--- src/rtl/uart_pkg.sv ---
// Shared UART MMIO definitions: register map, CON bit indices, FSM encodings.
// Used by uart_mmio and uart_rx_core.
package uart_pkg;

  localparam logic [31:0] ADDR_TXD = 32'h4000_0018;
  localparam logic [31:0] ADDR_RXD = 32'h4000_001C;
  localparam logic [31:0] ADDR_CON = 32'h4000_0020;

  localparam int CON_TX_BUSY = 0;
  localparam int CON_TX_DONE = 1;
  localparam int CON_RX_VLD  = 2;
  localparam int CON_RX_OVR  = 3;
  localparam int CON_IRQ_EN  = 4;

  typedef enum logic [1:0] {
    TX_IDLE,
    TX_START,
    TX_DATA,
    TX_STOP
  } tx_state_t;

  typedef enum logic [1:0] {
    RX_IDLE,
    RX_START,
    RX_DATA,
    RX_STOP
  } rx_state_t;

  function automatic logic reg_sel(
    input logic [31:0] a,
    input logic [31:0] r
  );
    return a[31:2] == r[31:2];
  endfunction

endpackage

--- src/rtl/uart_rx_core.sv ---
// UART receiver: 2-flop synchronizer, start-bit qualify, 8N1 deserializer.
// done_o pulses for one cycle when a frame ends with a valid stop bit.
module uart_rx_core
  import uart_pkg::*;
#(
  parameter int BAUD_DIV = 10417
) (
  input  logic       clk,
  input  logic       reset,
  input  logic       rx_i,
  output logic [7:0] byte_o,
  output logic       done_o
);

  localparam logic [15:0] LAST = 16'(BAUD_DIV - 1);
  localparam logic [15:0] HALF = 16'(BAUD_DIV / 2 - 1);

  logic [1:0]  sync_q;
  logic        prev_q;
  logic        rx_s;
  rx_state_t   st_q, st_d;
  logic [15:0] cnt_q, cnt_d;
  logic [2:0]  bit_q, bit_d;
  logic [7:0]  sh_q, sh_d;

  assign rx_s   = sync_q[1];
  assign byte_o = sh_q;

  always_ff @(posedge clk) begin
    if (reset) begin
      sync_q <= 2'b11;
      prev_q <= 1'b1;
      st_q   <= RX_IDLE;
      cnt_q  <= '0;
      bit_q  <= '0;
      sh_q   <= '0;
    end else begin
      sync_q <= {sync_q[0], rx_i};
      prev_q <= rx_s;
      st_q   <= st_d;
      cnt_q  <= cnt_d;
      bit_q  <= bit_d;
      sh_q   <= sh_d;
    end
  end

  always_comb begin
    st_d   = st_q;
    cnt_d  = cnt_q;
    bit_d  = bit_q;
    sh_d   = sh_q;
    done_o = 1'b0;
    unique case (st_q)
      RX_IDLE: begin
        if (prev_q && !rx_s) begin
          st_d  = RX_START;
          cnt_d = '0;
        end
      end
      RX_START: begin
        if (cnt_q == HALF) begin
          cnt_d = '0;
          bit_d = '0;
          st_d  = rx_s ? RX_IDLE : RX_DATA;
        end else begin
          cnt_d = cnt_q + 16'd1;
        end
      end
      RX_DATA: begin
        if (cnt_q == LAST) begin
          cnt_d = '0;
          sh_d  = {rx_s, sh_q[7:1]};
          if (bit_q == 3'd7) st_d = RX_STOP;
          else bit_d = bit_q + 3'd1;
        end else begin
          cnt_d = cnt_q + 16'd1;
        end
      end
      RX_STOP: begin
        if (cnt_q == LAST) begin
          cnt_d  = '0;
          st_d   = RX_IDLE;
          done_o = rx_s;
        end else begin
          cnt_d = cnt_q + 16'd1;
        end
      end
      default: st_d = RX_IDLE;
    endcase
  end

endmodule

--- src/rtl/uart_mmio.sv ---
// Memory-mapped 8N1 UART (TXD/RXD/CON) with level irq.
// Receiver compiled only when UART_MMIO_RX_EN is defined.
module uart_mmio
  import uart_pkg::*;
#(
  parameter int BAUD_DIV = 10417
) (
  input  logic        clk,
  input  logic        reset,
  input  logic [31:0] Address,
  input  logic [31:0] Write_data,
  input  logic        MemRead,
  input  logic        MemWrite,
  output logic [31:0] Read_data,
  input  logic        uart_rx,
  output logic        uart_tx,
  output logic        irq
);

  localparam logic [15:0] LAST = 16'(BAUD_DIV - 1);

  logic sel_txd, sel_rxd, sel_con;
  logic txd_wr, con_wr, rxd_rd;

  assign sel_txd = reg_sel(Address, ADDR_TXD);
  assign sel_rxd = reg_sel(Address, ADDR_RXD);
  assign sel_con = reg_sel(Address, ADDR_CON);
  assign txd_wr  = MemWrite & sel_txd;
  assign con_wr  = MemWrite & sel_con;
  assign rxd_rd  = MemRead & sel_rxd;

  tx_state_t   tx_st_q, tx_st_d;
  logic [15:0] cnt_q, cnt_d;
  logic [2:0]  bit_q, bit_d;
  logic [7:0]  sh_q, sh_d;
  logic        tx_q, tx_d;
  logic        done_set, cnt_end, tx_busy;
  logic        tx_done_q, tx_done_d;
  logic        irq_en_q, irq_en_d;
  logic        irq_q;

  logic        rx_valid_q, rx_ovr_q;
  logic [7:0]  rxd_q;

  assign cnt_end = (cnt_q == LAST);
  assign tx_busy = (tx_st_q != TX_IDLE);

  always_comb begin
    tx_st_d  = tx_st_q;
    cnt_d    = cnt_q;
    bit_d    = bit_q;
    sh_d     = sh_q;
    done_set = 1'b0;
    unique case (tx_st_q)
      TX_IDLE: begin
        if (txd_wr) begin
          tx_st_d = TX_START;
          sh_d    = Write_data[7:0];
          cnt_d   = '0;
          bit_d   = '0;
        end
      end
      TX_START: begin
        if (cnt_end) begin
          tx_st_d = TX_DATA;
          cnt_d   = '0;
        end else begin
          cnt_d = cnt_q + 16'd1;
        end
      end
      TX_DATA: begin
        if (cnt_end) begin
          cnt_d = '0;
          sh_d  = {1'b0, sh_q[7:1]};
          if (bit_q == 3'd7) tx_st_d = TX_STOP;
          else bit_d = bit_q + 3'd1;
        end else begin
          cnt_d = cnt_q + 16'd1;
        end
      end
      TX_STOP: begin
        if (cnt_end) begin
          tx_st_d  = TX_IDLE;
          cnt_d    = '0;
          done_set = 1'b1;
        end else begin
          cnt_d = cnt_q + 16'd1;
        end
      end
      default: tx_st_d = TX_IDLE;
    endcase
  end

  // Line level follows the next state so it changes on the same edge
  always_comb begin
    tx_d = 1'b1;
    if (tx_st_d == TX_START) tx_d = 1'b0;
    else if (tx_st_d == TX_DATA) tx_d = sh_d[0];
  end

  assign tx_done_d = done_set |
    (tx_done_q & ~(con_wr & Write_data[CON_TX_DONE]));
  assign irq_en_d = con_wr ? Write_data[CON_IRQ_EN] : irq_en_q;

  always_ff @(posedge clk) begin
    if (reset) begin
      tx_st_q   <= TX_IDLE;
      cnt_q     <= '0;
      bit_q     <= '0;
      sh_q      <= '0;
      tx_q      <= 1'b1;
      tx_done_q <= 1'b0;
      irq_en_q  <= 1'b0;
      irq_q     <= 1'b0;
    end else begin
      tx_st_q   <= tx_st_d;
      cnt_q     <= cnt_d;
      bit_q     <= bit_d;
      sh_q      <= sh_d;
      tx_q      <= tx_d;
      tx_done_q <= tx_done_d;
      irq_en_q  <= irq_en_d;
      irq_q     <= irq_en_q & (tx_done_q | rx_valid_q);
    end
  end

`ifdef UART_MMIO_RX_EN
  logic       rx_done;
  logic [7:0] rx_byte;
  logic       rx_valid_d, rx_ovr_d;
  logic [7:0] rxd_d;

  uart_rx_core #(
    .BAUD_DIV(BAUD_DIV)
  ) u_rx (
    .clk   (clk),
    .reset (reset),
    .rx_i  (uart_rx),
    .byte_o(rx_byte),
    .done_o(rx_done)
  );

  assign rx_valid_d = rx_done | (rx_valid_q & ~rxd_rd);
  assign rx_ovr_d   = (rx_done & rx_valid_q) |
    (rx_ovr_q & ~(con_wr & Write_data[CON_RX_OVR]));
  assign rxd_d      = rx_done ? rx_byte : rxd_q;

  always_ff @(posedge clk) begin
    if (reset) begin
      rx_valid_q <= 1'b0;
      rx_ovr_q   <= 1'b0;
      rxd_q      <= '0;
    end else begin
      rx_valid_q <= rx_valid_d;
      rx_ovr_q   <= rx_ovr_d;
      rxd_q      <= rxd_d;
    end
  end
`else
  logic unused_rx;
  assign unused_rx  = uart_rx ^ rxd_rd;
  assign rx_valid_q = 1'b0;
  assign rx_ovr_q   = 1'b0;
  assign rxd_q      = '0;
`endif

  logic unused_w;
  assign unused_w = ^{Write_data[31:8], Address[1:0]};

  logic [31:0] con_rd;
  always_comb begin
    con_rd              = '0;
    con_rd[CON_TX_BUSY] = tx_busy;
    con_rd[CON_TX_DONE] = tx_done_q;
    con_rd[CON_RX_VLD]  = rx_valid_q;
    con_rd[CON_RX_OVR]  = rx_ovr_q;
    con_rd[CON_IRQ_EN]  = irq_en_q;
  end

  always_comb begin
    Read_data = '0;
    if (MemRead) begin
      unique case (1'b1)
        sel_rxd: Read_data = {24'b0, rxd_q};
        sel_con: Read_data = con_rd;
        default: Read_data = '0;
      endcase
    end
  end

  assign uart_tx = tx_q;
  assign irq     = irq_q;

endmodule

--- config.mk ---
export PLATFORM = sky130hd
export DESIGN_NAME = uart_mmio
export DESIGN_NICKNAME = d
export VERILOG_FILES = /design/src/rtl/uart_pkg.sv /design/src/rtl/uart_rx_core.sv /design/src/rtl/uart_mmio.sv
export SDC_FILE = /design/constraint.sdc
export NUM_CORES = 1
export LEC_CHECK = 0
export ABC_AREA = 1
export BUFFER_PORTS_ARGS = -buffer_cell sky130_fd_sc_hd__buf_2
export CORE_MARGIN = 2
export CORE_UTILIZATION = 51
export DETAILED_ROUTE_END_ITERATION = 7
export PLACE_DENSITY = 0.85
export SETUP_SLACK_MARGIN = 0.2
export SLEW_MARGIN = 25
export SYNTH_ARGS = -nofsm -noshare
export SYNTH_HDL_FRONTEND = slang
export SYNTH_SLANG_ARGS = --single-unit
--- constraint.sdc ---
create_clock -name clk -period 2.4 [get_ports clk]
set_input_delay 0.24 -clock clk [delete_from_list [all_inputs] [get_ports clk]]
set_output_delay 0.24 -clock clk [all_outputs]
set_load 0.02 [all_outputs]
Word-level counts from Yosys, hierarchy flattened. Cells that the tools add are included.

Bits of input ports: 69. Register bits after elaboration: 33. Output and inout bits: 34.

Reductions and logical operators: 6. Add/sub/neg operators: 2. Bitwise logic cells: 7. Equal/unequal tests: 12. Mux-type cells: 22.

Operator list (number): $eq A30 B29 Y1 const B (2); $mux W16 (2); $pmux W16 S2 (1); $add A16 B1 Y16 const B (1); $eq A16 B14 Y1 const B (1); $mux W8 (2); $pmux W8 S2 (1); $mux W2 (5); $mux W5 (2); $mux W3 (3); $pmux W2 S4 (1); $eq A2 B2 Y1 const B (3); $ne A2 B2 Y1 const B (3); $pmux W3 S2 (1); $and A1 B1 Y1 (5); $eq A2 B1 Y1 const B (2); $mux W1 (4); $reduce_and A4 Y1 (1); $reduce_bool A2 Y1 (2); $add A3 B1 Y3 const B (1); $eq A3 B3 Y1 const B (1); $reduce_and A3 Y1 (1); $reduce_or A3 Y1 (1); $logic_not A2 Y1 (1); 2 further kinds (2).

Longest topological paths before layout. Gate-level depths: netlist of the first run.

Word-level depth: 7. Gate-level depth with buffers: 12. Depth with buffers taken out: 12.

Worst setup path after synthesis of the first run. Ideal clock, no wire load.

Path type: reg2reg. Start point: register cnt_q[0]. End point: register cnt_q[12]. Path slack: 0.932 ns. Stages on the path, launching flop included: 9. Arrival time: 1.348 ns. Data required time: 2.281 ns. Cells stage by stage: dfxtp_1 -> ha_1 -> nand3_1 -> nor2_1 -> nand4_1 -> nor2_1 -> inv_1 -> o21ai_0 -> a21oi_1.

Word-level cells in the longest chain between the ends: 3.

RTL lines: start: declaration (line uart_mmio.sv:33) `logic [15:0] cnt_q, cnt_d;`; start signal: assignment (line uart_mmio.sv:117) `cnt_q <= cnt_d;`; $add A16 B1 Y16 / $eq A16 B14 Y1 (equally long branches); $mux W16 * (line uart_mmio.sv:64, uart_mmio.sv:72, uart_mmio.sv:82); $pmux W16 S2 * (line uart_mmio.sv:54) `unique case (tx_st_q)`.

Mark *: on every way between the ends. The rest lies on a longest branch, timed or not. A chain may end at the register's enable or synchronous reset.

Worst setup path in the final report of the first run. Same ends and word-level chain as after synthesis.

==> results of run 1 <==
==> cell usage in the layout (no fill, tap or decap) <==
master    count
xor2_1        1
ha_1          4
nand2_2       2
o21ai_2       2
xnor2_1       1
conb_1       29
o22ai_1       1
buf_2        46
a211oi_1      1
nand3b_1      1
clkbuf_8      5
nand3_1      17
dfxtp_1      33
inv_2         3
o21ai_1       2
nand4_1      10
nor2_4        2
a31oi_1       7
inv_1        46
or2_2         1
and3_1        1
o21ai_0       9
nor2_2        6
nor2_1       50
clkbuf_1      3
nand2_1     102
nor3_2        2
a21oi_1      24
nor3_1        3
o211ai_1      1
nor3_4        1
nand3_2       3
clkinv_1      1
==> path summary, 6_finish.rpt <==
check	depth (start not counted)	to	slack, ns	from
hold reg to reg	2	sh_q[7]$_SDFFE_PP0P_	0.46	sh_q[7]$_SDFFE_PP0P_
setup / recovery	8	cnt_q[12]$_SDFFE_PP0P_	0.68	cnt_q[0]$_SDFFE_PP0P_
setup reg to reg	8	cnt_q[12]$_SDFFE_PP0P_	0.68	cnt_q[0]$_SDFFE_PP0P_
hold / removal	3	sh_q[7]$_SDFFE_PP0P_	0.21	Write_data[7]
==> sequential cells by signal (all words and copies together), names as in the netlist <==
name / flops
bit_q: 3
cnt_q: 16
irq: 1
irq_en_q: 1
sh_q: 8
tx_done_q: 1
tx_st_q: 2
uart_tx: 1
==> routing by layer <==
layer | wire, um | track usage, % | up-vias
met3 | 382 | 4.50 | 8
met1 | 2120 | 26.1 | 988
met4 | 79 | 8.18 | 0
met5 | 0 | 0 | -
li1 | - | - | 1210
met2 | 2170 | 32.9 | 88
==> power by group through the flow <==
stage,registers (mW),clock network (mW),logic [mW]
detailed placement,0.560,0,0.112
floorplan,0.560,0,0.107
global placement,0.560,0,0.111
global route,0.547,0.436,0.126
CTS,0.547,0.413,0.112
finish,0.548,0.399,0.113
==> layout make-up <==
| type | count | area [um2] | share of cell area (%) |
|---|---|---|---|
| Sequential cell | 33 | 661 | 25.9 |
| Inverter | 50 | 188 | 7.36 |
| Multi-Input combinational cell | 283 | 1330 | 52.0 |
| Clock buffer | 8 | 80.1 | 3.14 |
| Tap cell | 52 | 65.1 | 2.55 |
| Timing Repair Buffer | 46 | 230 | 9.03 |
==> critical path, stage by stage (launching register included) <==
cell and delay, ns:
dfxtp_1 0.40, ha_1 0.21, nand3_1 0.12, nor2_1 0.19, nand4_1 0.13, nor2_1 0.20
inv_1 0.10, o21ai_0 0.18, a21oi_1 0.08
==> cell usage after synthesis <==
| library cell | instances | area, um2 |
|---|---|---|
| nand3_1 | 17 | 85.1 |
| o21ai_0 | 9 | 45.0 |
| nand2_1 | 102 | 383 |
| xnor2_1 | 1 | 8.76 |
| nand2_2 | 2 | 12.5 |
| and3_1 | 1 | 6.26 |
| buf_6 | 1 | 11.3 |
| dfxtp_1 | 33 | 661 |
| nor2_2 | 6 | 37.5 |
| a211oi_1 | 1 | 7.51 |
| o211ai_1 | 1 | 7.51 |
| a21oi_1 | 24 | 120 |
| nor3_1 | 3 | 15.0 |
| nor2_1 | 50 | 188 |
| nand3b_1 | 1 | 7.51 |
| buf_2 | 1 | 5.00 |
| nor2_4 | 2 | 22.5 |
| nor3_4 | 1 | 16.3 |
| a31oi_1 | 7 | 43.8 |
| inv_2 | 3 | 11.3 |
| nand4_1 | 10 | 62.6 |
| conb_1 | 1 | 3.75 |
| or2_2 | 1 | 6.26 |
| o22ai_1 | 1 | 6.26 |
| buf_4 | 30 | 225 |
| nand3_2 | 3 | 30.0 |
| inv_1 | 46 | 173 |
| o21ai_2 | 2 | 17.5 |
| clkbuf_1 | 2 | 7.51 |
| xor2_1 | 1 | 8.76 |
| nor3_2 | 2 | 20.0 |
| clkinv_1 | 1 | 3.75 |
| o21ai_1 | 2 | 10.0 |
| ha_1 | 4 | 50.1 |
==> kinds of logic after synthesis <==
family	Yosys count	synth area share [%]
AND/OR/NAND/NOR	201	38.5
buffers and inverters	84	18.8
AO/OA/AOI/OAI	47	11.1
flip-flops	33	28.5
adder cells (fa/ha/maj)	4	2.16
XOR/XNOR	2	0.756
other	1	0.162
==> through the flow <==
stage | hold slack, ns | instances | power, mW | utilization [%]
global route | 0.237 | 472 | 1.11 | 58.6
detailed placement | 0.455 | 464 | 0.672 | 56.7
CTS | 0.201 | 472 | 1.07 | 58.6
floorplan | 0.388 | 400 | 0.667 | -
global placement | 0.449 | 464 | 0.671 | 56.7
finish | 0.207 | 472 | 1.06 | 58.6
==> run metrics, run 1 <==
run status finished, final reports clean; Leak Pwr 1.10 nW; residual overflow from global routing 0; RD Place Congestion 0.862; Period Utilization, post-route 71.6%; clock sink count 33; Avg Inst Size Synth 6.23 um2; floorplan row count 24; vias in the first global route 2034; worst skew pair latency 0.29 ns; RSZ-0062 raised after global routing false; Antenna diodes 0; setup tns final 0 ns; Routed WL per cell 10.1 um; fill cell count 434; Max FO, Critical Path 5; pre-CTS setup slack 0.712 ns; Tmin final 1.72 ns; switching power 273 uW; synthesis-stage register bit count 33; Distinct cells, synth 34; H-tree depth 2; Reg power frac between 50% and 60%; Die W 71.4 um; Critical Path Source Type flop; DRC Markers 0; Max Clock Freq 0.582 GHz; YS warnings 0; final slew viol count 0; Mapped Area 0.00232 mm2; VDD IR max between 0.2 and 0.3 mV; CORE AREA 0.00435 mm2; max-cap violation count 0; vias roughly 2300; Worst Slack Setup Final roughly 0.7 ns; internal power 787 uW; final WL 4760 um; CTS tree done; initial core utilization 53.2%; final hold viol count 0; CP Data Arrival Time 1.89 ns; clock power share a little under two fifths; routed vias/inst 4.86; clk_skew 0.00461 ns; Num CTS Buffers 5; antenna-violating nets left 0; endpoints failing setup 0; # hold bufs at CTS 0; DR pass1 iterations 4; crit end category flop; Worst Hold Class in -> reg; CTS clk-pin slew, worst paths 0.06 ns; layout cells sized above 1 17.4%; critical path class reg -> reg; register area share after synthesis 28.5%; clk buf depth 2; Ports 103; post_cts resized 0; Overall Global Routing Usage 20.3%; Synth-to-Final Area Change 9.98%; first-pass GRT wire length 8470 um; Power Density 416 mW/mm2; Die Y 71.4 um; placed cell area 0.00247 mm2; number of setup buffers added after CTS 0; I/O Buffers between 40 and 50; die area 0.00510 mm2; Post-Synthesis Cells 372; Sw Ratio 25.8%; initial drt markers 104; DP HPWL 3740 um; WP data required 2.58 ns; Root Buffer clkbuf_8; pin count of the biggest net entering global routing 26; initial antenna violation count 0; Nets between 400 and 500; Comb pwr share 10.7%; Final Cell Area 0.00255 mm2
No activity file was read; power rests on OpenSTA's default activity.
==> run 2, diff against run 1 <==
--- a/config.mk
+++ b/config.mk
@@ -8,9 +8,9 @@
 export ABC_AREA = 1
 export BUFFER_PORTS_ARGS = -buffer_cell sky130_fd_sc_hd__buf_2
 export CORE_MARGIN = 2
-export CORE_UTILIZATION = 51
+export CORE_UTILIZATION = 48
 export DETAILED_ROUTE_END_ITERATION = 7
-export PLACE_DENSITY = 0.85
+export PLACE_DENSITY = 0.81
 export SETUP_SLACK_MARGIN = 0.2
 export SLEW_MARGIN = 25
 export SYNTH_ARGS = -nofsm -noshare
==> constraint.sdc (replaced) <==
create_clock -name clk -period 1.6 [get_ports clk]
set_input_delay 0.16 -clock clk [delete_from_list [all_inputs] [get_ports clk]]
set_output_delay 0.16 -clock clk [all_outputs]
set_load 0.02 [all_outputs]
==> run 2 against run 1 <==
Critical path depth is 2 higher. Sequential share of layout area is 4.1 points lower. First-iteration DRC count is 28% higher. Flip-flop and latch count stayed put. Critical endpoint is now uart_tx$_SDFF_PP1_. Largest cell class unchanged.
==> run metrics, run 2 (synthesized netlist as in run 1, its figures left out) <==
run status finished, final reports clean (unchanged); CTS clk-pin slew, worst paths 0.08 ns (was 0.06 ns); CP Launch Point cnt_q[12]$_SDFFE_PP0P_ (was cnt_q[0]$_SDFFE_PP0P_); max-cap violation count 0 (unchanged); clk_skew 0.00629 ns (was 0.00461 ns); critical path class reg -> reg (unchanged); initial core utilization 49.4% (was 53.2%); total power 1.82 mW (was 1.06 mW); VDD IR max 0.572 mV (was 0.268 mV); Die Y 73.5 um (was 71.4 um); Root Buffer clkbuf_8 (unchanged); largest registers cnt_q: 16 flops, sh_q: 8 flops, bit_q: 3 flops (unchanged); Overall Global Routing Usage 21.7% (was 20.3%); RSZ-0062 raised after global routing true (was false); worst skew pair latency 0.29 ns (about the same); crit end category flop (unchanged); most common cell after layout, fill and taps aside nand2_1 (unchanged); initial drt markers 133 (was 104); DRC Markers 0 (unchanged); Die W 73.5 um (was 71.4 um); Max Clock Freq 0.667 GHz (was 0.582 GHz); Num CTS Buffers 5 (unchanged); I/O Buffers 46 (unchanged); max incr delay on CP 0.34 ns (was 0.40 ns); final slew viol count 0 (unchanged); pin count of the biggest net entering global routing 25 (was 26); max reg flops 16 (unchanged); residual overflow from global routing 0 (unchanged); CTS tree done (unchanged); routed vias/inst 5.00 (was 4.86); Nets 527 (was 492); initial antenna violation count 0 (unchanged); Final Cell Area 0.00310 mm2 (was 0.00255 mm2); most frequent cells in the layout nand2_1 (94), buf_2 (44), inv_1 (38) (was nand2_1 (102), nor2_1 (50), inv_1 (46), buf_2 (46), dfxtp_1 (33)); CP Data Arrival Time 1.69 ns (was 1.89 ns); hold path startpoint Write_data[7] (unchanged); endpoints failing setup 0 (unchanged); RD Place Congestion 0.865 (was 0.862); WP data required 1.79 ns (was 2.58 ns); Critical Path Source Type flop (unchanged); layout cells sized above 1 35.8% (was 17.4%); H-tree depth 2 (unchanged); Ports 103 (unchanged); DP HPWL 4010 um (was 3740 um); Tmin final 1.50 ns (was 1.72 ns); non-filler instance count after layout 509 (was 472); Final Hold Slack 0.136 ns (was 0.207 ns); Max FO, Critical Path 5 (unchanged); fill cell count 372 (was 434); Top reg by flops cnt_q (unchanged); Antenna diodes 0 (unchanged); final WL 5980 um (was 4760 um); clock sink count 33 (unchanged); # hold bufs at CTS 0 (unchanged); vias 2544 (was 2294); Worst Path Buf+Inv 1 (unchanged); DP Cell Count 487 (was 464); DR pass1 iterations 5 (was 4); Routed WL per cell 11.8 um (was 10.1 um); die area 0.00540 mm2 (was 0.00510 mm2); clk buf depth 2 (unchanged); CORE AREA 0.00469 mm2 (was 0.00435 mm2); critical path's slowest cell dfxtp_2 (was dfxtp_1); first-pass GRT wire length 9250 um (was 8470 um); Worst Hold Class in -> reg (unchanged); top cell family by delay on the critical path simple AND/OR/NAND/NOR gates (unchanged); antenna-violating nets left 0 (unchanged); Leak Pwr 1.33 nW (was 1.10 nW); floorplan row count 25 (was 24); Reg2Reg Launch Point cnt_q[12]$_SDFFE_PP0P_ (was cnt_q[0]$_SDFFE_PP0P_); Power Density 587 mW/mm2 (was 416 mW/mm2); Period Utilization, post-route 93.7% (was 71.6%); vias in the first global route 2263 (was 2034); final hold viol count 0 (unchanged); placed cell area 0.00265 mm2 (was 0.00247 mm2); Synth-to-Final Area Change 33.6% (was 9.98%); worst-path cell chain inv_2 > nand4_1 > nor2_4 > nand2_4 > nand2_2 > nand2_2 > nor2_4 > nand4_1 > nand2_1 > nand2_1 (was ha_1 > nand3_1 > nor2_1 > nand4_1 > nor2_1 > inv_1 > o21ai_0 > a21oi_1)
==> run 2: cell types whose count changed in the layout (fill, tap and decap cells not counted), moves of 8 or more <==
cell / change
nor2_4: +13
nor2_1: -13
inv_1: -8
buf_4: +34
dfxtp_1: -8
nand2_1: -8
==> run 2: per-stage QoR <==
stage | TNS [ns] | setup WS [ns] | util [%]
2_1_floorplan | 0 | 0.180 | -
3_3_place_gp | 0 | 0.0572 | 56.5
3_5_place_dp | 0 | 0.0324 | 56.5
4_1_cts | 0 | 0.135 | 62.8
5_1_grt | -0.0188 | -0.0188 | 66.0
6_report | 0 | 0.101 | 66.0
==> run 2: worst paths after layout <==
kind	end	slack, ns	cells after the start
min reg2reg	irq$_SDFF_PP0_	0.46	2
max reg2reg	uart_tx$_SDFF_PP1_	0.10	10
min	sh_q[7]$_SDFFE_PP0P_	0.14	3
max	uart_tx$_SDFF_PP1_	0.10	10
==> run 2: per-layer routing <==
metal / share of wire, % / routed length [um] / global-route usage [%]
met1: 39 / 2360 / 24.3
met2: 53 / 3140 / 38.9
met3: 6.0 / 359 / 5.49
met4: 2.1 / 124 / 8.69
met5: 0 / 0 / 0
==> run 2: where the power goes <==
| part | switching, mW | total (mW) | internal [mW] | leakage (nW) |
|---|---|---|---|---|
| combinational | 0.133 | 0.194 | 0.0607 | 1.00 |
| clock | 0.342 | 0.808 | 0.466 | 0.0543 |
| sequential | 0.000000000359 | 0.817 | 0.817 | 0.270 |
==> run 2: cell type report <==
| cell class | count | area (um2) | share of cell area, % |
|---|---|---|---|
| Clock buffer | 5 | 68.8 | 2.22 |
| Tap cell | 54 | 67.6 | 2.18 |
| Sequential cell | 33 | 676 | 21.8 |
| Clock inverter | 3 | 46.3 | 1.49 |
| Multi-Input combinational cell | 283 | 1540 | 49.7 |
| Timing Repair Buffer | 81 | 509 | 16.4 |
| Inverter | 50 | 191 | 6.18 |
==> run 2: worst register-to-register path, cell delays in order, from the launching register on <==
cell and delay [ns]:
dfxtp_2 0.34, inv_2 0.08, nand4_1 0.17, nor2_4 0.23, nand2_4 0.10, nand2_2 0.09, nand2_2 0.06, nor2_4 0.11
nand4_1 0.10, nand2_1 0.07, nand2_1 0.05
==> run 2: repair_timing <==
action / 4_1_cts / 5_1_grt
endpoints found under the setup margin: 29 / 32
pin swaps: 15 / 13
buffers inserted: 9 / 5
gates resized for setup: 39 / 34
==> run 3, diff against run 2 <==
--- a/config.mk
+++ b/config.mk
@@ -8,11 +8,13 @@
 export ABC_AREA = 1
 export BUFFER_PORTS_ARGS = -buffer_cell sky130_fd_sc_hd__buf_2
 export CORE_MARGIN = 2
-export CORE_UTILIZATION = 48
+export CORE_UTILIZATION = 45
 export DETAILED_ROUTE_END_ITERATION = 7
-export PLACE_DENSITY = 0.81
+export GPL_TIMING_DRIVEN = 1
+export PLACE_DENSITY = 0.77
 export SETUP_SLACK_MARGIN = 0.2
 export SLEW_MARGIN = 25
 export SYNTH_ARGS = -nofsm -noshare
 export SYNTH_HDL_FRONTEND = slang
 export SYNTH_SLANG_ARGS = --single-unit
+export TNS_END_PERCENT = 10
==> run 3 against run 2 <==
The run now ends with setup timing left. Flip-flop and latch count did not move. Combinational power increased by 5%. Cell count is 2.4% higher. Clock skew is essentially flat. Sequential share of layout area about the same. Register-to-register slack worse by 0.12 ns. Count of clock-buffer cells in the layout unchanged. Via count up 2.1%. Non-clock buffer count down 5. Clock power increased by 2%. Die area increased by 6.3%. Critical endpoint is now cnt_q[14]$_SDFFE_PP0P_.
==> run metrics, run 3 (synthesized netlist as in run 1, its figures left out) <==
run status finished with violations (was finished, final reports clean); failing checks setup timing; placed cell area 0.00264 mm2 (was 0.00265 mm2); Die Y 75.8 um (was 73.5 um); endpoints failing setup 1 (was 0); die area 0.00574 mm2 (was 0.00540 mm2); initial drt markers 165 (was 133); Leak Pwr 1.32 nW (was 1.33 nW); largest registers cnt_q: 16 flops, sh_q: 8 flops, bit_q: 3 flops (unchanged); R2R Path End cnt_q[14]$_SDFFE_PP0P_ (was uart_tx$_SDFF_PP1_); Nets 523 (was 527); register area 681 um2 (was 676 um2); Num CTS Buffers 5 (unchanged); CP Data Arrival Time 1.83 ns (was 1.69 ns); max incr delay on CP 0.38 ns (was 0.34 ns); clock power share 44.8% (was 44.4%); total power 1.84 mW (was 1.82 mW); first-pass GRT wire length 9270 um (was 9250 um); Power Density 591 mW/mm2 (was 587 mW/mm2); WHS Endpoint sh_q[1]$_SDFFE_PP0P_ (was sh_q[7]$_SDFFE_PP0P_); hold depth 3 (unchanged); initial core utilization 46.0% (was 49.4%); max-cap violation count 0 (unchanged); Synth-to-Final Area Change 34.5% (was 33.6%); max reg flops 16 (unchanged); final hold viol count 0 (unchanged); clk_skew 0.00621 ns (was 0.00629 ns); Comb pwr share 11.0% (was 10.7%); clock sink count 33 (unchanged); vias 2597 (was 2544); RSZ-0062 raised after global routing true (unchanged); routed vias/inst 4.98 (was 5.00); hold path startpoint Write_data[1] (was Write_data[7]); Overall Global Routing Usage 20.5% (was 21.7%); worst-path cell chain ha_4 > nand3_4 > nor2_4 > nand4_1 > nor2_2 > buf_4 > a21oi_2 > a211oi_2 (was inv_2 > nand4_1 > nor2_4 > nand2_4 > nand2_2 > nand2_2 > nor2_4 > nand4_1 > nand2_1 > nand2_1); DRC Markers 0 (unchanged); layout cells sized above 1 36.4% (was 35.8%); Tmin final 1.62 ns (was 1.50 ns); worst reg2reg setup slack -0.02 ns (was 0.10 ns); final slew viol count 0 (unchanged); floorplan row count 26 (was 25); most frequent cells in the layout nand2_1 (96), buf_2 (44), inv_1 (39) (was nand2_1 (94), buf_2 (44), inv_1 (38)); antenna-violating nets left 0 (unchanged); Ports 103 (unchanged); Top reg by flops cnt_q (unchanged); VDD IR max 0.491 mV (was 0.572 mV); Worst Hold Class in -> reg (unchanged); # hold bufs at CTS 0 (unchanged); Worst Slack Setup Final -0.0170 ns (was 0.101 ns); Root Buffer clkbuf_8 (unchanged); DP HPWL 3950 um (was 4010 um); I/O Buffers 46 (unchanged); vias in the first global route 2253 (was 2263); Reg2Reg Depth 8 (was 10); most common cell after layout, fill and taps aside nand2_1 (unchanged); top cell family by delay on the critical path simple AND/OR/NAND/NOR gates (unchanged); DR pass1 iterations 5 (unchanged); Period Utilization, post-route 101% (was 93.7%); initial antenna violation count 0 (unchanged); CTS tree done (unchanged); Antenna diodes 0 (unchanged); Max Clock Freq 0.618 GHz (was 0.667 GHz); final WL 6440 um (was 5980 um); H-tree depth 2 (unchanged); Worst Path Buf+Inv 1 (unchanged); CTS clk-pin slew, worst paths 0.08 ns (about the same); clk buf depth 2 (unchanged); fill cell count 437 (was 372); Reg power frac 44.2% (was 44.9%); CORE AREA 0.00504 mm2 (was 0.00469 mm2); Sw Ratio 26.9% (was 26.1%); RD Place Congestion 0.887 (was 0.865); setup tns final -0.0170 ns (was 0 ns); area of the multi-input gates 0.00157 mm2 (was 0.00154 mm2); critical path's slowest cell dfxtp_4 (was dfxtp_2); Max FO, Critical Path 4 (was 5); switching power 497 uW (was 475 uW); worst skew pair latency 0.30 ns (was 0.29 ns); internal power 1.35 mW (was 1.34 mW); critical path class reg -> reg (unchanged); pin count of the biggest net entering global routing 25 (unchanged); Critical Path Source Type flop (unchanged); Final Cell Area 0.00312 mm2 (was 0.00310 mm2); crit end category flop (unchanged); WP data required 1.81 ns (was 1.79 ns); Die W 75.8 um (was 73.5 um); Routed WL per cell 12.4 um (was 11.8 um); Reg2Reg Launch Point cnt_q[1]$_SDFFE_PP0P_ (was cnt_q[12]$_SDFFE_PP0P_); residual overflow from global routing 0 (unchanged)
==> run 3: power groups by stage <==
| stage | Clock (mW) | Sequential [mW] | Combinational, mW |
|---|---|---|---|
| 2_1_floorplan | 0 | 0.838 | 0.160 |
| 3_3_place_gp | 0 | 0.838 | 0.170 |
| 3_5_place_dp | 0 | 0.838 | 0.173 |
| 4_1_cts | 0.821 | 0.815 | 0.174 |
| 5_1_grt | 0.857 | 0.815 | 0.224 |
| 6_report | 0.825 | 0.815 | 0.203 |
==> run 3: worst reg2reg max path: stages (launching register included) <==
cell      delay [ns]
dfxtp_4         0.38
ha_4            0.15
nand3_4         0.09
nor2_4          0.14
nand4_1         0.16
nor2_2          0.19
buf_4           0.14
a21oi_2         0.06
a211oi_2        0.22
==> run 3: worst max path at each step <==
stage / start / endpoint / slack [ns] / cells after the start
4_1_cts: cnt_q[9]$_SDFFE_PP0P_ / uart_tx$_SDFF_PP1_ / 0.14 / 10
5_1_grt: cnt_q[1]$_SDFFE_PP0P_ / cnt_q[14]$_SDFFE_PP0P_ / -0.09 / 8
3_3_place_gp: cnt_q[0]$_SDFFE_PP0P_ / uart_tx$_SDFF_PP1_ / 0.03 / 11
2_1_floorplan: cnt_q[0]$_SDFFE_PP0P_ / cnt_q[12]$_SDFFE_PP0P_ / 0.18 / 9
6_report: cnt_q[1]$_SDFFE_PP0P_ / cnt_q[14]$_SDFFE_PP0P_ / -0.02 / 8
3_5_place_dp: cnt_q[1]$_SDFFE_PP0P_ / cnt_q[12]$_SDFFE_PP0P_ / -0.009 / 9
==> run 3: timing repair <==
item | CTS | global route
resized for setup | 37 | 45
endpoints found under the hold margin | 0 | 0
pin swaps | 13 | 34
endpoints found under the setup margin | 29 | 33
gates cloned | 1 | 0
setup buffers | 6 | 7
==> run 3: routing by layer <==
| metal | up-vias | GRT usage [%] | wire length (um) |
|---|---|---|---|
| met5 | - | 0 | 0 |
| met1 | 1194 | 24.0 | 2490 |
| met3 | 26 | 5.56 | 350 |
| li1 | 1278 | - | - |
| met2 | 99 | 37.3 | 3410 |
| met4 | 0 | 4.68 | 186 |
==> run 3: final cells by class <==
type / instances / share of cell area, %
tap: 70 / 2.81
timing repair buffer: 76 / 15.1
sequential: 33 / 21.8
timing repair inverter: 1 / 0.241
multi-input combinational: 283 / 50.2
inverter: 50 / 6.14
clock buffer: 5 / 2.21
clock inverter: 3 / 1.44
==> run 3: through the flow <==
step	hold WS [ns]	util, %	std cells	setup WS (ns)
3_5_place_dp	0.455	52.4	499	-0.00928
4_1_cts	0.141	57.7	514	0.140
5_1_grt	0.148	61.8	521	-0.0856
2_1_floorplan	0.308	-	400	0.180
3_3_place_gp	0.440	52.4	499	0.0327
6_report	0.133	61.8	521	-0.0170
